## src/rtl/timer_counter_pkg.sv

```systemverilog
// Shared constants for the memory-mapped down-counting timer: register offsets,
// CTRL field positions, FSM states and the bridge base addresses.
package timer_counter_pkg;

  localparam logic [1:0] TC_CTRL   = 2'd0;
  localparam logic [1:0] TC_PRESET = 2'd1;
  localparam logic [1:0] TC_COUNT  = 2'd2;

  localparam int unsigned TC_EN       = 0;
  localparam int unsigned TC_MODE_LSB = 1;
  localparam int unsigned TC_MODE_MSB = 2;
  localparam int unsigned TC_IM       = 3;

  localparam logic [1:0] MODE_ONESHOT = 2'b00;
  localparam logic [1:0] MODE_RELOAD  = 2'b01;

  localparam logic [31:0] TC0_BASE = 32'h0000_7F00;
  localparam logic [31:0] TC1_BASE = 32'h0000_7F10;

  typedef enum logic [1:0] {
    TcIdle,
    TcLoad,
    TcCnt,
    TcInt
  } tc_state_e;

endpackage

```

## src/rtl/timer_counter_if.sv

```systemverilog
// Bridge-side bus of one timer: address/strobe/data in, read data and
// interrupt request out.
interface timer_counter_if;
  logic [31:0] Addr;
  logic        WE;
  logic [31:0] Din;
  logic [31:0] Dout;
  logic        IRQ;

  modport master (output Addr, output WE, output Din, input Dout, input IRQ);
  modport slave  (input Addr, input WE, input Din, output Dout, output IRQ);
endinterface

```

## src/rtl/timer_counter.sv

```systemverilog
// 32-bit down-counting timer with CTRL/PRESET/COUNT registers, one-shot or
// auto-reload operation and a maskable interrupt flag.
module timer_counter
  import timer_counter_pkg::*;
#(
  parameter logic [31:0] CTRL_MASK  = 32'h0000_000F,
  parameter logic [31:0] RESET_CTRL = 32'h0000_0000
) (
  input  logic            clk,
  input  logic            reset_n,
  timer_counter_if.slave  bus
);

  tc_state_e   state_q, state_d;
  logic [31:0] ctrl_q, ctrl_d;
  logic [31:0] preset_q, preset_d;
  logic [31:0] count_q, count_d;
  logic        flag_q, flag_d;

  logic [1:0] offset;
  logic       wr_ctrl, wr_preset;
  logic       unused_addr;

  assign offset      = bus.Addr[3:2];
  assign wr_ctrl     = bus.WE && (offset == TC_CTRL);
  assign wr_preset   = bus.WE && (offset == TC_PRESET);
  assign unused_addr = ^{bus.Addr[31:4], bus.Addr[1:0]};

  always_comb begin
    state_d  = state_q;
    ctrl_d   = ctrl_q;
    preset_d = preset_q;
    count_d  = count_q;
    flag_d   = flag_q;

    // Hardware EN clear is applied first so a same-cycle CPU write wins.
    if (state_q == TcInt && ctrl_q[TC_MODE_MSB:TC_MODE_LSB] != MODE_RELOAD) begin
      ctrl_d[TC_EN] = 1'b0;
    end
    if (wr_ctrl)   ctrl_d   = bus.Din & CTRL_MASK;
    if (wr_preset) preset_d = bus.Din;

    // The FSM sees EN as it will be after this edge, so a write takes effect at once.
    case (state_q)
      TcIdle: begin
        if (ctrl_d[TC_EN]) state_d = TcLoad;
      end
      TcLoad: begin
        count_d = preset_q;
        flag_d  = 1'b0;
        state_d = TcCnt;
      end
      TcCnt: begin
        if (!ctrl_d[TC_EN]) begin
          state_d = TcIdle;
        end else if (count_q > 32'd1) begin
          count_d = count_q - 32'd1;
        end else begin
          count_d = 32'd0;
          state_d = TcInt;
        end
      end
      TcInt: begin
        flag_d  = 1'b1;
        state_d = (ctrl_q[TC_MODE_MSB:TC_MODE_LSB] == MODE_RELOAD) ? TcLoad : TcIdle;
      end
      default: state_d = TcIdle;
    endcase
  end

  always_ff @(posedge clk or negedge reset_n) begin
    if (!reset_n) begin
      state_q  <= TcIdle;
      ctrl_q   <= RESET_CTRL & CTRL_MASK;
      preset_q <= 32'd0;
      count_q  <= 32'd0;
      flag_q   <= 1'b0;
    end else begin
      state_q  <= state_d;
      ctrl_q   <= ctrl_d;
      preset_q <= preset_d;
      count_q  <= count_d;
      flag_q   <= flag_d;
    end
  end

  always_comb begin
    bus.Dout = 32'd0;
    case (offset)
      TC_CTRL:   bus.Dout = ctrl_q;
      TC_PRESET: bus.Dout = preset_q;
      TC_COUNT:  bus.Dout = count_q;
      default:   bus.Dout = 32'd0;
    endcase
  end

  assign bus.IRQ = ctrl_q[TC_IM] & flag_q;

endmodule

```

## src/flat_wrapper.sv

```systemverilog
// flat-port wrapper written by rule: the top's interface ports become plain ports
module timer_counter_flat import timer_counter_pkg::*;
#(
  parameter logic [31:0] CTRL_MASK  = 32'h0000_000F,
  parameter logic [31:0] RESET_CTRL = 32'h0000_0000
)
  (clk, reset_n, bus_Addr, bus_WE, bus_Din, bus_Dout, bus_IRQ);
  timer_counter_if bus_i ();
  input  logic clk;
  input  logic reset_n;
  input wire logic [$bits(bus_i.Addr)-1:0] bus_Addr;
  input wire logic [$bits(bus_i.WE)-1:0] bus_WE;
  input wire logic [$bits(bus_i.Din)-1:0] bus_Din;
  output wire logic [$bits(bus_i.Dout)-1:0] bus_Dout;
  output wire logic [$bits(bus_i.IRQ)-1:0] bus_IRQ;
  assign bus_i.Addr = bus_Addr;
  assign bus_i.WE = bus_WE;
  assign bus_i.Din = bus_Din;
  assign bus_Dout = bus_i.Dout;
  assign bus_IRQ = bus_i.IRQ;
  timer_counter #(.CTRL_MASK(CTRL_MASK), .RESET_CTRL(RESET_CTRL)) u_core (.clk(clk), .reset_n(reset_n), .bus(bus_i));
endmodule
```

## config.mk

```make
export PLATFORM = sky130hd
export DESIGN_NAME = timer_counter_flat
export DESIGN_NICKNAME = d
export VERILOG_FILES = /design/src/rtl/timer_counter_pkg.sv /design/src/rtl/timer_counter_if.sv /design/src/rtl/timer_counter.sv /design/src/flat_wrapper.sv
export SDC_FILE = /design/constraint.sdc
export NUM_CORES = 1
export LEC_CHECK = 0
export ABC_AREA = 1
export ABC_CLOCK_PERIOD_IN_PS = 1500
export BUFFER_PORTS_ARGS = -buffer_cell sky130_fd_sc_hd__buf_2
export CAP_MARGIN = 40
export CORE_MARGIN = 2
export CORE_UTILIZATION = 35
export CTS_BUF_LIST = sky130_fd_sc_hd__clkbuf_8
export DETAILED_ROUTE_END_ITERATION = 12
export SYNTH_ARGS = -nofsm -noshare
export SYNTH_HDL_FRONTEND = slang
export SYNTH_SLANG_ARGS = --single-unit
export TNS_END_PERCENT = 10
```

## constraint.sdc

```tcl
create_clock -name clk -period 1.5 [get_ports clk]
set_input_delay 0.3 -clock clk [delete_from_list [all_inputs] [get_ports clk]]
set_output_delay 0.3 -clock clk [all_outputs]
set_load 0.01 [all_outputs]
```

Word-level counts from Yosys, hierarchy flattened:

Cells that the tools add are included.

* add/sub/neg operators: 1
* $lt $le $gt $ge: 1
* equality and inequality tests: 10
* mux-type cells: 12
* bitwise gates (word level): 1
* reductions and logical operators: 9

Operator list (count)
* 32-bit one-hot mux with 3 select lines: 1
* 32-bit two-way mux: 2
* 32-bit one-hot mux with 2 select lines: 1
* 32-bit by 1-bit > comparator with 1-bit output, second input constant: 1
* 32-bit by 1-bit subtractor with 32-bit output, second input constant: 1
* 2-bit one-hot mux with 4 select lines: 1
* 2-bit by 1-bit equality test with 1-bit output, second input constant: 3
* 2-bit equality test, second input constant: 3
* 2-bit two-way mux: 3
* 2-bit by 1-bit != test with 1-bit output, second input constant: 3
* 2-bit logical NOT: 2
* 2-bit AND reduction: 2
* 2-bit nonzero test: 2
* 1-bit logical AND: 3
* 1-bit two-way mux: 3
* 3-bit != test, second input constant: 1
* 1-bit one-hot mux with 2 select lines: 1
* 1-bit AND: 1

* bits in registers: 71
* input port bits: 67
* output and inout port bits: 33
* word-level logic and storage cells: 40

Longest topological paths before layout:

* depth in word-level cells: 6
* depth in mapped cells: 12
* mapped depth without buffers: 11

Worst setup path after synthesis:

No wires, ideal clock.

* path type: reg-to-reg
* start point: register u_core.count_q[0]
* end point: register u_core.count_q[18]
* library setup time: 0.117 ns
* arrival: 1.440 ns
* data required time: 1.383 ns
* path slack: -0.056 ns
* cell stages (with the launch flop): 13
* buffers on the path: 1
* clock period less this slack: 1.556 ns
* cell sequence: dfrtp_1 > inv_1 > ha_1 > o21ai_0 > nor2_1 > nand2_1 > nor2_4 > nor2_8 > buf_6 > nand2_1 > nand2_1 > nand2_1 > nand2_1

* longest elaborated chain between the ends: 4
* elaborated cells on any way between the ends: 5
* those cells by class: add/sub (1); order compare (1); mux (3)

RTL lines
* start, declared: line timer_counter.sv:17 `logic [31:0] count_q, count_d;`
* start signal, assigned: line timer_counter.sv:82 `count_q <= count_d;`
* 32-bit by 1-bit subtractor with 32-bit output or 32-bit by 1-bit > comparator with 1-bit output (tied branches): line timer_counter.sv:57, timer_counter.sv:56
* 32-bit two-way mux (*): line timer_counter.sv:56 `end else if (count_q > 32'd1) begin`
* 32-bit two-way mux (*): line timer_counter.sv:54 `if (!ctrl_d[TC_EN]) begin`
* 32-bit one-hot mux with 2 select lines (*): line timer_counter.sv:44 `case (state_q)`

Every way passes the cells marked *; elsewhere a longest branch is shown, timed or not. The select of a mux whose other input is x is not followed.
A chain may end at the register's enable or synchronous reset.

Worst setup path in the final report:

* start point: register u_core.count_q[9]
* end point: register u_core.count_q[18]

Same word-level chain as after synthesis.

==> metrics.log <==
[metrics] Final Hold Fails: 0
[metrics] storage element area: 1780 um^2
[metrics] Worst EP required: around 1.8 ns
[metrics] nature of the critical path startpoint: flip-flop
[metrics] H-tree lvl count: 3
[metrics] worst setup slack for register-to-register paths: -0.11 ns
[metrics] Area Overhead vs Synth: 46.4%
[metrics] Critical Path Most Common Cell: nand2_1
[metrics] crit-path leading delay family: simple AND/OR/NAND/NOR gates
[metrics] worst hold-check path type: in -> reg
[metrics] power density normalized to cell area: around 1700 nW/um^2
[metrics] Max Transition Viols Final: 0
[metrics] nets in the synthesized netlist: roughly 670
[metrics] total area of multi-input combinational cells: 2570 um^2
[metrics] final worst-path setup slack: -0.106 ns
[metrics] leading post-synthesis cells by cell area: dfrtp_1 40%, nand2_1 14%, o21ai_0 6.5%, nor2_1 6.5%, inv_1 5.0%
[metrics] fillcell total: about 1200
[metrics] global-route usage over all layers: about a fifth
[metrics] number of max-capacitance violations reported: 0
[metrics] Residual DRC: 0
[metrics] R2R Path Start: u_core.count_q[9]
[metrics] part of the power in registers: between 20% and 30%
[metrics] FFs w/ async S/R, synth: 100%
[metrics] Vias: 4552
[metrics] Core Area: ~12000 um^2
[metrics] largest net degree at the start of global routing: 72
[metrics] initial detailed-routing violation count: between 150 and 200
[metrics] number of buffer and inverter instances along the worst setup path: 1
[metrics] part of the total power dissipated in the clock network: 14.0%
[metrics] placement-stage cell area: around 5700 um^2
[metrics] final routed wirelength across all metal layers: ~14 mm
[metrics] fraction of power spent switching nets: a little over two fifths
[metrics] initial antenna violation count: 0
[metrics] vias in the first global route: between 4000 and 5000
[metrics] number of buffer cells added on primary ports: 69
[metrics] pre-CTS setup slack: -0.162 ns
[metrics] Final HPWL DP: slightly below 10 mm
[metrics] clock tree from TritonCTS: built
[metrics] leak pwr: 3.08 nW
[metrics] clock latency reported for the late side of the worst-skew pair: 0.37 ns
[metrics] average wire length per cell after detail routing: 14.6 um
[metrics] slowest stage delay, CP: roughly 0.43 ns
[metrics] horizontal extent of the die: 116 um
[metrics] CTS root buf: clkbuf_8
[metrics] number of distinct library cell variants in the gate-level netlist after synthesis: 31
[metrics] number of nets in the layout: between 800 and 900
[metrics] maximum net fanout on the critical path: 8
[metrics] Crit-path slowest cell: dfrtp_1
[metrics] IR Drop Worst-Case VDD: slightly below 0.0008 V
[metrics] placer's final routability congestion estimate: about 0.92
[metrics] post-synthesis instance area: 4420 um^2
[metrics] maximum count of clock buffers along a single path: 2
[metrics] Critical R2R Capture: u_core.count_q[18]
[metrics] ratio of cells with drive above 1 in the final layout: roughly 45%
[metrics] setup TNS: -2.38 ns
[metrics] TritonRoute pass-1 iters: 4
[metrics] WS Path Type: reg -> reg
[metrics] site row count: a little over 40
[metrics] unrepaired setup endpoints after global routing: yes
[metrics] top-area cell type share of the netlist area: between 40% and 50%
[metrics] outcome: finished, violations left
[metrics] Critical Path End Type: flip-flop
[metrics] die outline area: 13500 um^2
[metrics] violated checks: setup timing
[metrics] Yosys reg bits: just over 70
[metrics] post-route cell area: between 6000 and 7000 um^2
[metrics] total congestion overflow: 0
[metrics] post-route clock period utilization: 107%
[metrics] list of cells traversed by the critical path: nor2_2 -> nand3_2 -> nor2_2 -> nand2_2 -> nor2_4 -> nor2_8 -> buf_12 -> nand2_1 -> nand2_1 -> nand2_1 -> nand2_1
[metrics] via density per instance: a little under 5
[metrics] remaining antenna violation count after routing: 0
[metrics] Slew @ Worst Pin: between 0.4 and 0.5 ns
[metrics] global-route wire length before repair: around 22 mm
[metrics] Comb pwr share: 56.9%
[metrics] average footprint of a synthesized cell: around 7.4 um^2
[metrics] relative max-transition margin: ~73%
[metrics] Switching Power: 0.00474 W
[metrics] Internal Pwr Total: roughly 0.0065 W
[metrics] cell type with the highest aggregate area in the netlist: dfrtp_1
[metrics] end of the worst hold path: u_core.preset_q[7]
[metrics] R2R cell count: 11
[metrics] most common cell in the netlist: nand2_1
[metrics] number of synthesis warnings: 0
[metrics] clock sink count: 71
[metrics] prevailing post-synth register cell: dfrtp_1
[metrics] Max Clk Rate: around 620 MHz
[metrics] effective utilization at floorplan: 35.4%
[metrics] number of synthesized flops with an enable pin: 0
[metrics] fraction of the yosys area taken by sequential cells: between 40% and 50%
[metrics] hold path cells: 2
[metrics] I/O pin total: 100
[metrics] number of buffers inserted during clock tree synthesis: 9
[metrics] number of setup violations in the final report: 47
[metrics] critical hold path startpoint: bus_Din[7]
[metrics] Clock Pin Slew Worst Setup and Hold Paths: 0.08 ns
[metrics] critical path arrival: between 1.5 and 2 ns
[metrics] Die H: about 120 um
[metrics] antenna cells: 0
[metrics] Tmin final: 1.61 ns
[metrics] Layout Skew: between 0.01 and 0.015 ns
[metrics] Gate Count Post-Synth: roughly 600
[metrics] most common library cells after synthesis: 168 x nand2_1, 76 x nor2_1, 71 x dfrtp_1
==> how the worst max path moves through the flow <==
stage	cells past startpoint	to	slack, ns	startpoint
after floorplan	12	u_core.count_q[18]	0.0003	u_core.count_q[1]
after global placement	10	u_core.count_q[18]	-0.16	u_core.count_q[1]
after detailed placement	10	u_core.count_q[18]	-0.16	u_core.count_q[1]
after CTS	4	bus_Dout[8]	-0.10	u_core.count_q[8]
after global routing	11	u_core.count_q[5]	-0.20	u_core.count_q[11]
final	11	u_core.count_q[18]	-0.11	u_core.count_q[9]
==> metal layers <==
metal	share of wire, %	global-route usage, %
met5	0	0
met4	1.5	6.03
met3	4.2	4.31
met2	49	34.8
met1	45	28.2
==> cell families (layout without fill, tap and decap cells) <==
family / after synthesis / count (layout) / synth area share [%]
AO/OA/AOI/OAI: 97 / 97 / 11.4
AND/OR/NAND/NOR: 308 / 308 / 30.4
buffers and inverters: 80 / 254 / 8.10
flip-flops: 71 / 71 / 40.2
adder cells (fa/ha/maj): 2 / 2 / 0.566
XOR/XNOR: 12 / 12 / 2.38
multiplexers: 27 / 27 / 6.88
==> flip-flops by register name, indices dropped and copies added, names as in the netlist <==
| register | flops |
|---|---|
| u_core.count_q | 32 |
| u_core.ctrl_q | 4 |
| u_core.flag_q | 1 |
| u_core.preset_q | 32 |
| u_core.state_q | 2 |
==> power groups by stage <==
stage	clock [W]	combinational, W	sequential (W)
6_report	0.00157	0.00638	0.00326
5_1_grt	0.00168	0.00697	0.00333
4_1_cts	0.00160	0.00588	0.00319
3_5_place_dp	0	0.00512	0.00315
3_3_place_gp	0	0.00499	0.00313
2_1_floorplan	0	0.00271	0.00313
==> metrics by stage <==
step	hold WS (ns)	cells	util [%]	total power, W
final	0.138	943	51.9	0.0112
after global placement	0.366	912	45.8	0.00811
after global routing	0.128	943	51.9	0.0120
after detailed placement	0.367	912	45.8	0.00827
after floorplan	0.00441	597	-	0.00584
after CTS	0.128	937	49.9	0.0107
==> cell usage in the layout, fill, tap and decap left out, types with 3 or more instances in the layout <==
cell	instances
inv_4	9
dfrtp_1	66
buf_4	63
nand3_1	26
inv_1	33
nand3_2	5
nor2_4	12
buf_6	33
o21ai_0	29
xor2_1	12
nand2_2	23
buf_2	68
nor2_1	54
nand2_1	149
clkbuf_8	10
nor2_2	27
o211ai_1	4
dfrtp_2	5
clkinv_2	3
nand2_4	3
o21ai_2	19
a21oi_1	17
inv_2	20
mux2_2	19
nand4_1	6
a21oi_2	9
o21ai_1	16
buf_12	12
mux2_1	8
==> area by class of cell <==
class,count,area share [%]
inverter,60,3.83
clock inverter,6,0.812
timing repair buffer,178,22.6
multi-input combinational,446,39.8
clock buffer,10,2.13
tap,172,3.33
sequential,71,27.6
==> repair_timing <==
item | in CTS | in global routing
setup buffers | 8 | 5
gates cloned | 0 | 1
setup endpoints to repair | 65 | 65
pin swaps | 27 | 20
gates resized for setup | 119 | 67
hold buffers | 1 | 0
hold endpoints to repair | 71 | 0
Note: power is estimated with default switching activity, not from simulation.
